[config.mk]
export PLATFORM = sky130hd
export DESIGN_NAME = keypad_emulator_flat
export DESIGN_NICKNAME = d
export VERILOG_FILES = /design/src/rtl/keypad_emulator_if.sv /design/src/rtl/keypad_emulator.sv /design/src/flat_wrapper.sv
export SDC_FILE = /design/constraint.sdc
export NUM_CORES = 1
export LEC_CHECK = 0
export CAP_MARGIN = 10
export CORE_UTILIZATION = 51
export DETAILED_ROUTE_END_ITERATION = 16
export PLACE_DENSITY_LB_ADDON = 0.15
export SETUP_SLACK_MARGIN = 0.1
export SLEW_MARGIN = 10
export SYNTH_ARGS = -nofsm -noshare
export SYNTH_HDL_FRONTEND = slang
export SYNTH_SLANG_ARGS = --single-unit
[constraint.sdc]
create_clock -name clk -period 2.42 [get_ports clk]
set_input_delay 0.484 -clock clk [delete_from_list [all_inputs] [get_ports clk]]
set_output_delay 0.484 -clock clk [all_outputs]
set_load 0.05 [all_outputs]
[src/rtl/keypad_emulator_if.sv]
`default_nettype none
// ============================================================================
// Module      : keypad_emulator_if
// Description : Bundle between a keypad scanner / test sequencer and the
//               4x4 keypad emulator. The master drives columns and press
//               requests; the slave (emulator) answers with rows and status.
// Revision    : 1.0 - initial release
// ============================================================================
interface keypad_emulator_if;
  logic [3:0]  cols;         // column drive, active-low
  logic [3:0]  rows;         // row sense, active-low, idle 4'b1111
  logic        key_valid;    // press request
  logic [3:0]  key_code;     // hex key to press
  logic [15:0] hold_cycles;  // stable-closed duration, 0 behaves as 1
  logic        key_ready;    // emulator idle, request can be taken
  logic        done;         // one-cycle pulse at end of a press lifecycle
  logic        contact;      // registered switch state, 1 = closed

  modport master (
    output cols, key_valid, key_code, hold_cycles,
    input  rows, key_ready, done, contact
  );

  modport slave (
    input  cols, key_valid, key_code, hold_cycles,
    output rows, key_ready, done, contact
  );
endinterface
`default_nettype wire

[src/rtl/keypad_emulator.sv]
`default_nettype none
// ============================================================================
// Module      : keypad_emulator
// Description : 4x4 matrix keypad model. One request runs a full press
//               lifecycle (bounce-in, hold, bounce-out, release gap) and the
//               selected row is pulled low whenever the contact is closed and
//               the scanner drives the matching column low.
// Revision    : 1.0 - initial release
// ============================================================================
module keypad_emulator #(
  parameter int BOUNCE_CYCLES  = 8,
  parameter int BOUNCE_TOGGLES = 3,
  parameter int GAP_CYCLES     = 16
) (
  input  logic          clk,
  input  logic          reset,   // asynchronous, active-low
  keypad_emulator_if.slave kp
);

  typedef enum logic [2:0] {
    S_IDLE = 3'd0,
    S_BIN  = 3'd1,
    S_HOLD = 3'd2,
    S_BOUT = 3'd3,
    S_GAP  = 3'd4
  } state_t;

  // With no bounce the phase counter is never used; keep it one bit wide.
  localparam int              c_PHASES       = (BOUNCE_TOGGLES > 0) ? 2 * BOUNCE_TOGGLES : 1;
  localparam int              c_PW           = (c_PHASES > 1) ? $clog2(c_PHASES) : 1;
  localparam logic [c_PW-1:0] c_LAST_PHASE   = c_PW'(c_PHASES - 1);
  localparam logic [15:0]     c_BOUNCE_LOAD  = 16'(BOUNCE_CYCLES - 1);
  localparam logic [15:0]     c_GAP_LOAD     = 16'(GAP_CYCLES - 1);
  localparam bit              c_HAS_BOUNCE   = (BOUNCE_TOGGLES > 0);

  state_t          r_state;
  logic [15:0]     r_dur;      // cycles left in current state/phase, minus one
  logic [c_PW-1:0] r_phase;    // bounce phase index k
  logic            r_contact;
  logic [3:0]      r_code;     // latched key code
  logic [15:0]     r_hold;     // latched hold duration, minus one

  state_t          w_state_nx;
  logic [15:0]     w_dur_nx;
  logic [c_PW-1:0] w_phase_nx;
  logic [c_PW-1:0] w_phase_inc;
  logic            w_contact_nx;
  logic [3:0]      w_code_nx;
  logic [15:0]     w_hold_nx;
  logic            w_done;
  logic [1:0]      w_row_sel;
  logic [1:0]      w_col_sel;
  logic [3:0]      w_rows;

  // Translate the latched key code into its (row, col) position on the pad.
  always_comb begin
    w_row_sel = 2'd0;
    w_col_sel = 2'd0;
    case (r_code)
      4'h1: begin w_row_sel = 2'd0; w_col_sel = 2'd0; end
      4'h2: begin w_row_sel = 2'd0; w_col_sel = 2'd1; end
      4'h3: begin w_row_sel = 2'd0; w_col_sel = 2'd2; end
      4'hA: begin w_row_sel = 2'd0; w_col_sel = 2'd3; end
      4'h4: begin w_row_sel = 2'd1; w_col_sel = 2'd0; end
      4'h5: begin w_row_sel = 2'd1; w_col_sel = 2'd1; end
      4'h6: begin w_row_sel = 2'd1; w_col_sel = 2'd2; end
      4'hB: begin w_row_sel = 2'd1; w_col_sel = 2'd3; end
      4'h7: begin w_row_sel = 2'd2; w_col_sel = 2'd0; end
      4'h8: begin w_row_sel = 2'd2; w_col_sel = 2'd1; end
      4'h9: begin w_row_sel = 2'd2; w_col_sel = 2'd2; end
      4'hC: begin w_row_sel = 2'd2; w_col_sel = 2'd3; end
      4'hE: begin w_row_sel = 2'd3; w_col_sel = 2'd0; end
      4'h0: begin w_row_sel = 2'd3; w_col_sel = 2'd1; end
      4'hF: begin w_row_sel = 2'd3; w_col_sel = 2'd2; end
      4'hD: begin w_row_sel = 2'd3; w_col_sel = 2'd3; end
      default: begin w_row_sel = 2'd0; w_col_sel = 2'd0; end
    endcase
  end

  // Next-state, counter reloads and contact level for every state/phase change.
  always_comb begin
    w_state_nx   = r_state;
    w_dur_nx     = r_dur;
    w_phase_nx   = r_phase;
    w_contact_nx = r_contact;
    w_code_nx    = r_code;
    w_hold_nx    = r_hold;
    w_done       = 1'b0;
    w_phase_inc  = r_phase + 1'b1;

    case (r_state)
      S_IDLE: begin
        w_contact_nx = 1'b0;
        if (kp.key_valid) begin
          w_code_nx    = kp.key_code;
          w_hold_nx    = (kp.hold_cycles == 16'd0) ? 16'd0 : kp.hold_cycles - 16'd1;
          w_contact_nx = 1'b1;   // first bounce phase and hold both start closed
          w_phase_nx   = '0;
          if (c_HAS_BOUNCE) begin
            w_state_nx = S_BIN;
            w_dur_nx   = c_BOUNCE_LOAD;
          end else begin
            w_state_nx = S_HOLD;
            w_dur_nx   = (kp.hold_cycles == 16'd0) ? 16'd0 : kp.hold_cycles - 16'd1;
          end
        end
      end

      S_BIN: begin
        if (r_dur != 16'd0) begin
          w_dur_nx = r_dur - 16'd1;
        end else if (r_phase == c_LAST_PHASE) begin
          w_state_nx   = S_HOLD;
          w_dur_nx     = r_hold;
          w_contact_nx = 1'b1;
        end else begin
          w_phase_nx   = w_phase_inc;
          w_dur_nx     = c_BOUNCE_LOAD;
          w_contact_nx = ~w_phase_inc[0];   // closed on even phases
        end
      end

      S_HOLD: begin
        if (r_dur != 16'd0) begin
          w_dur_nx = r_dur - 16'd1;
        end else if (c_HAS_BOUNCE) begin
          w_state_nx   = S_BOUT;
          w_phase_nx   = '0;
          w_dur_nx     = c_BOUNCE_LOAD;
          w_contact_nx = 1'b0;
        end else begin
          w_state_nx   = S_GAP;
          w_dur_nx     = c_GAP_LOAD;
          w_contact_nx = 1'b0;
        end
      end

      S_BOUT: begin
        if (r_dur != 16'd0) begin
          w_dur_nx = r_dur - 16'd1;
        end else if (r_phase == c_LAST_PHASE) begin
          w_state_nx   = S_GAP;
          w_dur_nx     = c_GAP_LOAD;
          w_contact_nx = 1'b0;
        end else begin
          w_phase_nx   = w_phase_inc;
          w_dur_nx     = c_BOUNCE_LOAD;
          w_contact_nx = w_phase_inc[0];    // open on even phases
        end
      end

      S_GAP: begin
        w_contact_nx = 1'b0;
        if (r_dur != 16'd0) begin
          w_dur_nx = r_dur - 16'd1;
        end else begin
          w_state_nx = S_IDLE;
          w_done     = 1'b1;
        end
      end

      default: begin
        w_state_nx   = S_IDLE;
        w_contact_nx = 1'b0;
      end
    endcase
  end

  // State, counters, contact and latched request; reset drops any press at once.
  always_ff @(posedge clk or negedge reset) begin
    if (!reset) begin
      r_state   <= S_IDLE;
      r_dur     <= 16'd0;
      r_phase   <= '0;
      r_contact <= 1'b0;
      r_code    <= 4'd0;
      r_hold    <= 16'd0;
    end else begin
      r_state   <= w_state_nx;
      r_dur     <= w_dur_nx;
      r_phase   <= w_phase_nx;
      r_contact <= w_contact_nx;
      r_code    <= w_code_nx;
      r_hold    <= w_hold_nx;
    end
  end

  // Row sense follows the column drive combinationally; only the selected row can go low.
  always_comb begin
    w_rows = 4'b1111;
    for (int r = 0; r < 4; r++) begin
      w_rows[r] = ~(r_contact && (w_row_sel == 2'(r)) && (kp.cols[w_col_sel] == 1'b0));
    end
  end

  assign kp.rows      = w_rows;
  assign kp.key_ready = (r_state == S_IDLE);
  assign kp.done      = w_done;
  assign kp.contact   = r_contact;

endmodule
`default_nettype wire

[src/flat_wrapper.sv]
// flat-port wrapper written by rule: the top's interface ports become plain ports
module keypad_emulator_flat 
#(
  parameter int BOUNCE_CYCLES  = 8,
  parameter int BOUNCE_TOGGLES = 3,
  parameter int GAP_CYCLES     = 16
)
  (clk, reset, kp_cols, kp_key_valid, kp_key_code, kp_hold_cycles, kp_rows, kp_key_ready, kp_done, kp_contact);
  keypad_emulator_if kp_i ();
  input  logic clk;
  input  logic reset;
  input wire logic [$bits(kp_i.cols)-1:0] kp_cols;
  input wire logic [$bits(kp_i.key_valid)-1:0] kp_key_valid;
  input wire logic [$bits(kp_i.key_code)-1:0] kp_key_code;
  input wire logic [$bits(kp_i.hold_cycles)-1:0] kp_hold_cycles;
  output wire logic [$bits(kp_i.rows)-1:0] kp_rows;
  output wire logic [$bits(kp_i.key_ready)-1:0] kp_key_ready;
  output wire logic [$bits(kp_i.done)-1:0] kp_done;
  output wire logic [$bits(kp_i.contact)-1:0] kp_contact;
  assign kp_i.cols = kp_cols;
  assign kp_i.key_valid = kp_key_valid;
  assign kp_i.key_code = kp_key_code;
  assign kp_i.hold_cycles = kp_hold_cycles;
  assign kp_rows = kp_i.rows;
  assign kp_key_ready = kp_i.key_ready;
  assign kp_done = kp_i.done;
  assign kp_contact = kp_i.contact;
  keypad_emulator #(.BOUNCE_CYCLES(BOUNCE_CYCLES), .BOUNCE_TOGGLES(BOUNCE_TOGGLES), .GAP_CYCLES(GAP_CYCLES)) u_core (.clk(clk), .reset(reset), .kp(kp_i));
endmodule
* Yosys cells after proc, flatten, opt, wreduce, memory -nomap -nowiden
Memory sizes are Yosys's and may differ from the RTL's.
Index checks and enable logic that the tools add are counted.
** Operators by class
- Add/subtract/negate cells :: 3
- $lt $le $gt $ge :: 1
- Equal/unequal tests :: 18
- Multiplexer cells :: 32
- Bitwise operators :: 6
- Reduce and logical (&&, ||, !) cells :: 20
** Operators by type and width (number)
- $mux 16 :: 7
- $pmux 16 s5 :: 1
- $sub 16x1->16 const B :: 2
- $mux 3 :: 10
- $logic_not 16->1 :: 1
- $reduce_bool 16->1 :: 1
- $pmux 3 s5 :: 1
- $ne 2x2->1 const B :: 7
- $mux 1 :: 9
- $pmux 3 s3 :: 1
- $logic_and 1x1->1 :: 8
- $reduce_and 7->1 :: 1
- $eq 3x2->1 const B :: 2
- $eq 3x3->1 const B :: 2
- $ne 2x1->1 const B :: 3
- $not 1->1 :: 6
- $reduce_and 3->1 :: 2
- $reduce_and 5->1 :: 1
- $reduce_bool 5->1 :: 1
- $eq 2x2->1 const B :: 2
- $mux 4 :: 1
- $pmux 1 s4 :: 1
- $add 3x1->3 const B :: 1
- $eq 3x1->1 const B :: 1
- other kinds (8) :: 8
** Word-level totals
- Bits in registers :: 43
- ROM bits :: 64
- Word-level logic and storage cells :: 87
- Memories :: 1
** Memory list
- (no name shown) :: depth 16, width 4, read ports 1, clocked after Yosys merged registers in 0, write ports 0, line keypad_emulator.sv:59 : case (r_code)

* Logic depth before layout (Yosys ltp)
Gate-level depths: netlist (run 1).
An unclocked memory read counts as a cell.
- Word-level depth :: 6
- Mapped depth :: 10
- Depth with buffers taken out :: 7

* Worst setup path after synthesis (run 1)
Ideal clock, no wire load.
- Path type :: flip-flop to output port
- Start :: reg u_core.r_dur[0]
- End :: out kp_done
- Data arrival time :: 2.439 ns
- Required time :: 1.936 ns
- Slack :: -0.503 ns
- Cell stages (with the launch flop) :: 8
- Path buffers :: 2
- Cell sequence :: dfrtp_1 inv_1 ha_1 or3b_1 buf_2 or4_4 buf_6 nor2_1
** On the way
- Longest elaborated chain between the ends :: 3
** RTL lines
- from (decl) :: line keypad_emulator.sv:37 : logic [15:0] r_dur;
- from (signal assigned) :: line keypad_emulator.sv:180 : r_dur <= w_dur_nx;
- $reduce_bool 16->1 :: line keypad_emulator.sv:154 : if (r_dur != 16'd0) begin
- $mux 1 :: line keypad_emulator.sv:154
- $mux 1 :: line keypad_emulator.sv:91 : case (r_state)
- to (decl) :: line flat_wrapper.sv:18 : output wire logic [$bits(kp_i.done)-1:0] kp_done;
Every way passes these cells.

* Worst setup path after layout (run 1)
- Start :: reg u_core.r_dur[1]
- End :: out kp_done
The elaborated chain is that of the path after synthesis.

==> results of run 1 <==
critical path: stages (launching register included):
cell	delay, ns
dfrtp_1	0.42
inv_2	0.08
ha_4	0.13
or3b_4	0.39
or4_4	0.58
nor2_4	0.13
buf_12	0.14
stage by stage:
| step | TNS, ns | cell area (um2) | setup WS [ns] |
|---|---|---|---|
| floorplan | -0.0676 | 3000 | -0.0676 |
| global placement | -1.79 | 3670 | -0.185 |
| detailed placement | -3.00 | 3670 | -0.296 |
| CTS | -0.243 | 3880 | -0.234 |
| global route | -0.822 | 4160 | -0.294 |
| finish | -0.340 | 4160 | -0.247 |
cells in the final DEF (no fill, tap or decap), types with 3 or more instances in the layout:
cell	count
xnor2_1	6
nand2b_1	3
nand3_1	5
o21ai_2	3
clkdlybuf4s50_1	22
o211ai_1	3
nor2_1	27
o21ai_0	18
ha_1	3
clkbuf_8	5
buf_6	10
nor3_1	13
nor3b_1	3
nor4_1	4
or2_2	5
or3_1	3
mux2_2	4
xor2_1	6
nor4_4	3
nor4_2	3
or4_1	4
inv_1	10
buf_4	61
a32oi_1	5
o21ai_1	13
o31ai_1	10
nand2_1	35
a21oi_1	14
a211oi_1	5
or4_4	5
nor2_2	3
dlymetal6s2s_1	3
dfrtp_1	42
mux2i_1	5
kinds of logic after synthesis:
group | count (synthesis)
adders and majority gates | 4
muxes | 11
AOI/OAI and AO/OA | 97
DFF | 43
and+or+nand+nor | 139
xor gates and xnor gates | 14
buffers and inverters | 36
flip-flops by register name, summed over array words and instances, names as in the netlist:
register           count
u_core.kp.contact      1
u_core.r_code          4
u_core.r_state         3
u_core.r_hold         16
u_core.r_phase         3
u_core.r_dur          16
layer usage:
metal  track usage [%]  share of wire (%)  vias up
met1              36.8                 44     1440
met4              9.07                2.8        0
met2              42.2                 49      131
li1                  -                  -     1442
met3              3.60                4.8       25
met5                 0                  0        -
area by class of cell:
| class | instances | area [um2] |
|---|---|---|
| Multi-Input combinational cell | 266 | 1930 |
| Clock inverter | 2 | 60.1 |
| Timing Repair Buffer | 101 | 887 |
| Clock buffer | 6 | 72.6 |
| Sequential cell | 43 | 1080 |
| Tap cell | 72 | 90.1 |
| Fill cell | 416 | 1380 |
| Inverter | 12 | 45.0 |
power groups by stage:
stage,Combinational (W),Clock [W],Sequential [W]
finish,0.00142,0.000665,0.00111
global route,0.00155,0.000700,0.00114
CTS,0.00123,0.000673,0.00109
detailed placement,0.00118,0,0.00110
global placement,0.00115,0,0.00109
floorplan,0.000753,0,0.00110
repair_timing:
item,4_1_cts,5_1_grt
gates resized for setup,13,39
pin swaps,5,16
buffers inserted,3,13
hold buffers,0,0
setup endpoints to repair,14,43
cloned,0,2
path summary, 6_finish.rpt:
path	cells past startpoint	slack, ns	from	to
max	6	-0.25	u_core.r_dur[1]	kp_done
min in group clk	2	0.49	u_core.r_hold[2]	u_core.r_hold[2]
max reg2reg	9	0	u_core.r_dur[1]	u_core.r_dur[6]
min reg2reg	2	0.49	u_core.r_hold[2]	u_core.r_hold[2]
max in group asynchronous	2	1.76	reset	u_core.r_dur[4]
min	1	0.09	reset	u_core.r_phase[1]
==> results.sh, run 1 <==
export IMPL_status="complete, but fails checks"
export IMPL_failed_checks="setup timing"
export IMPL_synth_common_cells="dfrtp_1, nand2_1, nor2_1, o21ai_0, a21oi_1"
export IMPL_yosysWarnings=0
export IMPL_design_power_total_w=0.00320
export IMPL_clk_latency_ns=0.30
export IMPL_nNetsFinal=460
export IMPL_p_clk_share_pct=20.8
export IMPL_cts_tree="yes"
export IMPL_yosysUniqueCellTypes=62
export IMPL_clkTransAtPathRegs_ns=0.09
export IMPL_via_per_inst=6.05
export IMPL_cts_sink_count=43
export IMPL_synth_xor_xnor_area_share_pct=4.14
export IMPL_switching_share_pct=37.0
export IMPL_placed_cells=476
export IMPL_coreArea_um2=5540
export IMPL_gr_total_overflow=0
export IMPL_setup_viol=6
export IMPL_syn_avg_cell_area_um2=8.61
export IMPL_drtIter0Drc=251
export IMPL_wl_per_cell_um=16.2
export IMPL_routed_wl_mm=8.14
export IMPL_slew_headroom_pct=64.0
export IMPL_clockBufferDepth=2
export IMPL_grt_max_degree=21
export IMPL_p_switching_w=0.00118
export IMPL_grt_antenna_before_repair=0
export IMPL_io_pins=34
export IMPL_stdcell_count=502
export IMPL_drc=0
export IMPL_worstSetupPathType="register to output pin"
export IMPL_syn_num_nets=375
export IMPL_startpoint_type="register"
export IMPL_hpwl_mm=5.55
export IMPL_syn2layout_area_growth_pct=40.6
export IMPL_leakagePower_nw=1.73
export IMPL_drtPass1Iterations=5
export IMPL_worstPathRequired_ns=1.94
export IMPL_endpoint_kind="output pin"
export IMPL_worst_ir_drop_vdd_mv=0.379
export IMPL_cts_buffers=5
export IMPL_root_buffer="clkbuf_8"
export IMPL_vias=3038
export IMPL_drive_above_1_share_pct=32.8
export IMPL_grt_pass1_wl_mm=12.8
export IMPL_synth_compound_area_share_pct=22.0
export IMPL_synth_fa_ha_area_share_pct=1.69
export IMPL_cts_htree_levels=2
export IMPL_combinationalPowerShare_pct=44.4
export IMPL_muxShareOfSynthArea_pct=3.93
export IMPL_synth_enable_flop_cells=0
export IMPL_num_rows=27
export IMPL_die_area_um2=6110
export IMPL_initial_core_util_pct=53.4
export IMPL_rsz0062_at_grt="true"
export IMPL_synth_top_family_by_area="simple AND/OR/NAND/NOR gates"
export IMPL_die_height_um=78.2
export IMPL_numPortBuffers=33
export IMPL_min_period_over_period_pct=110
export IMPL_finalCriticalPeriod_ns=2.67
export IMPL_n_antenna_cell=0
export IMPL_synth_top_cell_by_area="dfrtp_1"
export IMPL_final_util_pct=75.1
export IMPL_arrival_ns=2.18
export IMPL_power_density_nw_per_um2=769
export IMPL_finClkSkew_ns=0.0102
export IMPL_holdWs_ns=0.0901
export IMPL_ys_ff_latch=43
export IMPL_fp_dieW_um=78.2
export IMPL_worst_pin_slew_ns=0.535
export IMPL_finalHoldViolCount=0
export IMPL_synthTopCellsByArea="dfrtp_1, nand2_1, o21ai_0, nor2_1, o31ai_1"
export IMPL_p_seq_share_pct=34.8
export IMPL_hold_class="input pin to asynchronous set/reset pin"
export IMPL_yosys_area_share_simple_pct=26.4
export IMPL_netlist_area_um2=2960
export IMPL_drv_slew=0
export IMPL_cp_max_fo=3
export IMPL_gp_congestion=0.912
export IMPL_yosys_most_used_dff="dfrtp_1"
export IMPL_synth_top_cell_area_share_pct=36.3
export IMPL_grt_pass1_vias=2702
export IMPL_antenna_left=0
export IMPL_ys_async_sr_fraction_pct=100
export IMPL_drv_cap=0
export IMPL_p_int_w=0.00202
export IMPL_globalRouteTotalUtil_pct=26.5
export IMPL_synthMostInstantiatedCell="dfrtp_1"
export IMPL_clock_fmax_mhz=375
export IMPL_yosysSeqAreaShare_pct=36.3
export IMPL_setup_ws_ns=-0.247
export IMPL_synthesis_instances=344
Note: power is estimated with default switching activity, not from simulation.
==> inputs of run 2 (changes only) <==
--- a/config.mk
+++ b/config.mk
@@ -6,7 +6,8 @@
 export NUM_CORES = 1
 export LEC_CHECK = 0
 export CAP_MARGIN = 10
-export CORE_UTILIZATION = 51
+export CORE_UTILIZATION = 53
+export CTS_BUF_LIST = sky130_fd_sc_hd__clkbuf_4 sky130_fd_sc_hd__clkbuf_8
 export DETAILED_ROUTE_END_ITERATION = 16
 export PLACE_DENSITY_LB_ADDON = 0.15
 export SETUP_SLACK_MARGIN = 0.1
==> run 2 against run 1 <==
Largest power group unchanged. Critical path type unchanged. The run still ends with setup timing left. Die area down 3.7%. Critical endpoint unchanged. Critical path depth decreased by 2. Power decreased by 2.1%. Clock-buffer cell count down 1. Combinational power decreased by 6%. Final cell count is 3.0% lower. First-iteration DRC count decreased by 39%. Worst hold slack got worse by 0.0037 ns. Global-route usage increased by 1.1 points.
==> results.sh, run 2 (synthesis gave the netlist of run 1 again) <==
export IMPL_io_pins=34
export IMPL_setup_ws_ns=-0.202
export IMPL_via_per_inst=5.96
export IMPL_fp_dieW_um=76.7
export IMPL_arrival_ns=2.14
export IMPL_p_int_w=0.00197
export IMPL_combinationalPowerShare_pct=42.6
export IMPL_grt_pass1_wl_mm=13.1
export IMPL_hold_class="input pin to asynchronous set/reset pin"
export IMPL_cts_sink_count=43
export IMPL_finClkSkew_ns=0.00618
export IMPL_clockBufferDepth=2
export IMPL_coreArea_um2=5240
export IMPL_antenna_left=0
export IMPL_worstPathRequired_ns=1.94
export IMPL_drive_above_1_share_pct=31.4
export IMPL_cts_tree="yes"
export IMPL_root_buffer="clkbuf_8"
export IMPL_startpoint_type="register"
export IMPL_stdcell_count=487
export IMPL_cts_htree_levels=2
export IMPL_drv_cap=0
export IMPL_worst_ir_drop_vdd_mv=0.493
export IMPL_drtIter0Drc=153
export IMPL_grt_pass1_vias=2802
export IMPL_postCtsHoldBufs=0
export IMPL_wl_per_cell_um=16.3
export IMPL_drtPass1Iterations=4
export IMPL_final_common_cell="buf_4"
export IMPL_drc=0
export IMPL_grt_antenna_before_repair=0
export IMPL_cts_buffers=5
export IMPL_tns_ns=-0.202
export IMPL_die_height_um=76.7
export IMPL_reg_largest_list="u_core.r_dur: 16 flops, u_core.r_hold: 16 flops, u_core.r_code: 4 flops"
export IMPL_routed_wl_mm=7.92
export IMPL_min_period_over_period_pct=108
export IMPL_cp_max_fo=4
export IMPL_gr_total_overflow=0
export IMPL_hpwl_mm=5.51
export IMPL_design_power_total_w=0.00313
export IMPL_globalRouteTotalUtil_pct=27.6
export IMPL_status="complete, but fails checks"
export IMPL_setup_viol=1
export IMPL_drv_slew=0
export IMPL_placed_cells=468
export IMPL_leakagePower_nw=1.65
export IMPL_mostFrequentLayoutCells="buf_4, dfrtp_1, nand2_1"
export IMPL_grt_max_degree=29
export IMPL_finalHoldViolCount=0
export IMPL_switching_share_pct=37.0
export IMPL_worst_pin_slew_ns=0.613
export IMPL_rsz0062_at_grt="true"
export IMPL_cp_cell_sequence="or4_1 > or4_4 > nor2_4 > buf_12"
export IMPL_finalCriticalPeriod_ns=2.62
export IMPL_clock_fmax_mhz=381
export IMPL_nNetsFinal=447
export IMPL_die_area_um2=5890
export IMPL_clkTransAtPathRegs_ns=0.09
export IMPL_clk_latency_ns=0.30
export IMPL_crit_path_max_incr_delay_ns=0.58
export IMPL_rrSetupSlack_ns=0.10
export IMPL_worstSetupPathType="register to output pin"
export IMPL_numPortBuffers=33
export IMPL_n_antenna_cell=0
export IMPL_power_density_nw_per_um2=774
export IMPL_num_rows=26
export IMPL_p_clk_share_pct=21.5
export IMPL_final_cell_area_um2=4050
export IMPL_gp_congestion=0.900
export IMPL_place_area_um2=3620
export IMPL_worst_path_max_delay_cell="or4_1"
export IMPL_syn2layout_area_growth_pct=36.8
export IMPL_endpoint_kind="output pin"
export IMPL_initial_core_util_pct=56.5
export IMPL_p_switching_w=0.00116
export IMPL_failed_checks="setup timing"
export IMPL_slew_headroom_pct=58.7
export IMPL_vias=2904
export IMPL_p_seq_share_pct=35.9
export IMPL_holdWs_ns=0.0864
run 2: cell count changes in the layout (fill, tap and decap cells not counted), sizes merged:
cell           change
a21boi             -1
buf               -12
clkbuf             -1
clkdlybuf4s50      -1
clkinvlp           +1
dlygate4sd2        +2
dlymetal6s2s       -1
run 2: timing repair:
item,CTS,global route
setup buffers,7,4
resized for setup,18,36
pin swaps,7,17
endpoints found under the setup margin,19,42
gates cloned,0,0
run 2: critical path, delay by kind of cell, from the launching register on:
family | cells | cell delay (ns)
flops | 1 | 0.42
simple gates | 3 | 1.27
buf+inv | 1 | 0.14
run 2: layout make-up:
class                      count  area (um2)
multi-input combinational    265        1900
fill                         363        1190
sequential                    43        1080
timing repair buffer          89         803
tap                           70        87.6
clock buffer                   5        68.8
clock inverter                 3        67.6
inverter                      12        45.0
run 2: per-layer routing:
metal | wire length (um) | vias up | track usage (%)
met5 | 0 | - | 0
li1 | - | 1416 | -
met2 | 3960 | 78 | 46.4
met1 | 3480 | 1403 | 36.3
met3 | 397 | 7 | 4.76
met4 | 86 | 0 | 7.69
run 2: metrics by stage:
step	setup WS, ns	util, %
6_report	-0.202	77.3
3_5_place_dp	-0.263	69.1
5_1_grt	-0.239	77.3
4_1_cts	-0.219	74.0
2_1_floorplan	-0.0676	-
3_3_place_gp	-0.198	69.1
run 2: worst paths after layout:
kind	startpoint	depth (start not counted)	end
min	reset	1	u_core.r_dur[14]
min reg2reg	u_core.r_hold[0]	2	u_core.r_hold[0]
max in group asynchronous	reset	2	u_core.r_code[3]
min in group clk	u_core.r_hold[0]	2	u_core.r_hold[0]
max reg2reg	u_core.r_dur[7]	6	u_core.r_dur[13]
max	u_core.r_dur[14]	4	kp_done
run 2: power groups by stage:
| stage | registers [W] | logic, W | clock network (W) |
|---|---|---|---|
| after floorplan | 0.00110 | 0.000753 | 0 |
| after global placement | 0.00111 | 0.00108 | 0 |
| after detailed placement | 0.00112 | 0.00112 | 0 |
| after CTS | 0.00110 | 0.00118 | 0.000685 |
| after global routing | 0.00115 | 0.00146 | 0.000708 |
| final | 0.00112 | 0.00134 | 0.000674 |
==> RTL edit, RTL diff (settings of run 1) <==
`BOUNCE_TOGGLES` is set to 3 in 2 places; all go to 6.
--- a/src/rtl/keypad_emulator.sv
+++ b/src/rtl/keypad_emulator.sv
@@ -11,3 +11,3 @@
   parameter int BOUNCE_CYCLES  = 8,
-  parameter int BOUNCE_TOGGLES = 3,
+  parameter int BOUNCE_TOGGLES = 6,
   parameter int GAP_CYCLES     = 16
--- a/src/flat_wrapper.sv
+++ b/src/flat_wrapper.sv
@@ -4,3 +4,3 @@
   parameter int BOUNCE_CYCLES  = 8,
-  parameter int BOUNCE_TOGGLES = 3,
+  parameter int BOUNCE_TOGGLES = 6,
   parameter int GAP_CYCLES     = 16
Formal check against the unedited RTL: same outputs for any inputs over 10 cycles, from zero or initial values and one cycle with reset low; that may be too few to reach the edited logic, so the function may still have changed.
==> RTL edit against run 1 <==
  * The run still ends with negative setup slack left
  * Global-route usage up 2.4 points
  * Synthesized area is 2.1% lower
  * Worst setup slack improved by 0.21 ns
  * Via count rose by 0.59%
  * Critical path depth stayed put
  * Cell area grew 0.96%
  * Wire length rose by 5.4%
  * Sequential cell count up 1
  * Largest cell class unchanged
  * Highest routed layer unchanged
Power is not compared: it rests on default switching activity, and its combinational part moved more than twofold at a synthesized area within 25%.
==> RTL edit: results <==
metrics = {
    "synthesis": {
        "netlist_area_um2": 2898,
        "synth.distinct_cells": 59,
        "syn_inst": 330,
        "synthTopCellsByArea": "dfrtp_1 38%, o21ai_0 5.2%, nand2_1 3.6%",
        "synth_compound_area_share_pct": 24.78,
        "ys_seq_area_share_pct": 38.00,
        "synthMuxAreaShare_pct": 3.411,
        "synth_xor_area_share_pct": 4.836,
    },
    "placement": {
        "pre_cts_ws_ns": -0.2366,
        "dp_cells": 464,
        "place.gp.congestion": 0.8580,
        "dp_hpwl_um": 5787,
        "dpl_cell_area_um2": 3716,
    },
    "status": {
        "violations": "negative setup slack",
        "run_status": "finished, violations left",
    },
    "global_route": {
        "grt_pass1_vias": 2938,
        "grt_max_degree": 29,
        "gr-usage-all-layers_pct": 28.90,
        "grtUsageMet2_pct": 51.59,
        "grtUsageMet1_pct": 35.09,
    },
    "sta": {
        "fin_skew_ns": 0.005528,
        "whs_ns": 0.1976,
        "setup_violations": 4,
        "fin_setup_tns_ns": -0.06031,
        "worst_slack_ns": -0.03491,
    },
    "worst_setup_path": {
        "crit_path_end": "kp_rows[0]",
        "r2r_cells": 8,
        "r2r_slack_ns": 0.02,
        "cp_data_arrival_time_ns": 1.97,
        "path_max_fanout": 4,
        "rr_endpoint": "u_core.r_phase[2]",
    },
    "final_layout": {
        "clock_area_share_pct": 3.008,
        "drive_gt1_share_pct": 32.54,
        "layout.nets": 447,
        "n_all_buffers": 100,
        "syn_to_final_growth_pct": 44.99,
        "regArea_um2": 1102,
    },
    "detailed_routing": {
        "drtIter0Drc": 315,
        "wire_per_inst_um": 17.50,
    },
    "clocking": {
        "clock_sinks": 44,
        "cts.repair.resized": 36,
    },
}
-- RTL edit: cell types whose count changed after synthesis, sizes merged, moves of 6 or more --
cell / change
o22ai: +9
o2bb2ai: +12
nand2: -7
nor2: -6
o31ai: -10
a22oi: +8
a21oi: -6
-- RTL edit: metal layers --
layer | up-vias | share of wire, % | wire length [µm]
met2 | 146 | 49 | 4211
met3 | 41 | 5.7 | 490
li1 | 1416 | - | -
met4 | 0 | 4.5 | 382
met1 | 1453 | 41 | 3492
met5 | - | 0 | 0
-- RTL edit: worst max-delay path, cell delays in order (launching register included) --
cell and delay (ns):
dfrtp_2 0.46, xnor2_2 0.16, mux2_4 0.33, a21oi_2 0.17
o221a_4 0.28, nand3_2 0.10, buf_8 0.17
-- RTL edit: power by group --
group	switching, mW	total (mW)	internal (mW)	leakage (nW)
clock	0.250	0.614	0.364	0.0645
sequential	0.00302	0.740	0.737	0.518
combinational	0.0619	0.137	0.0755	1.19
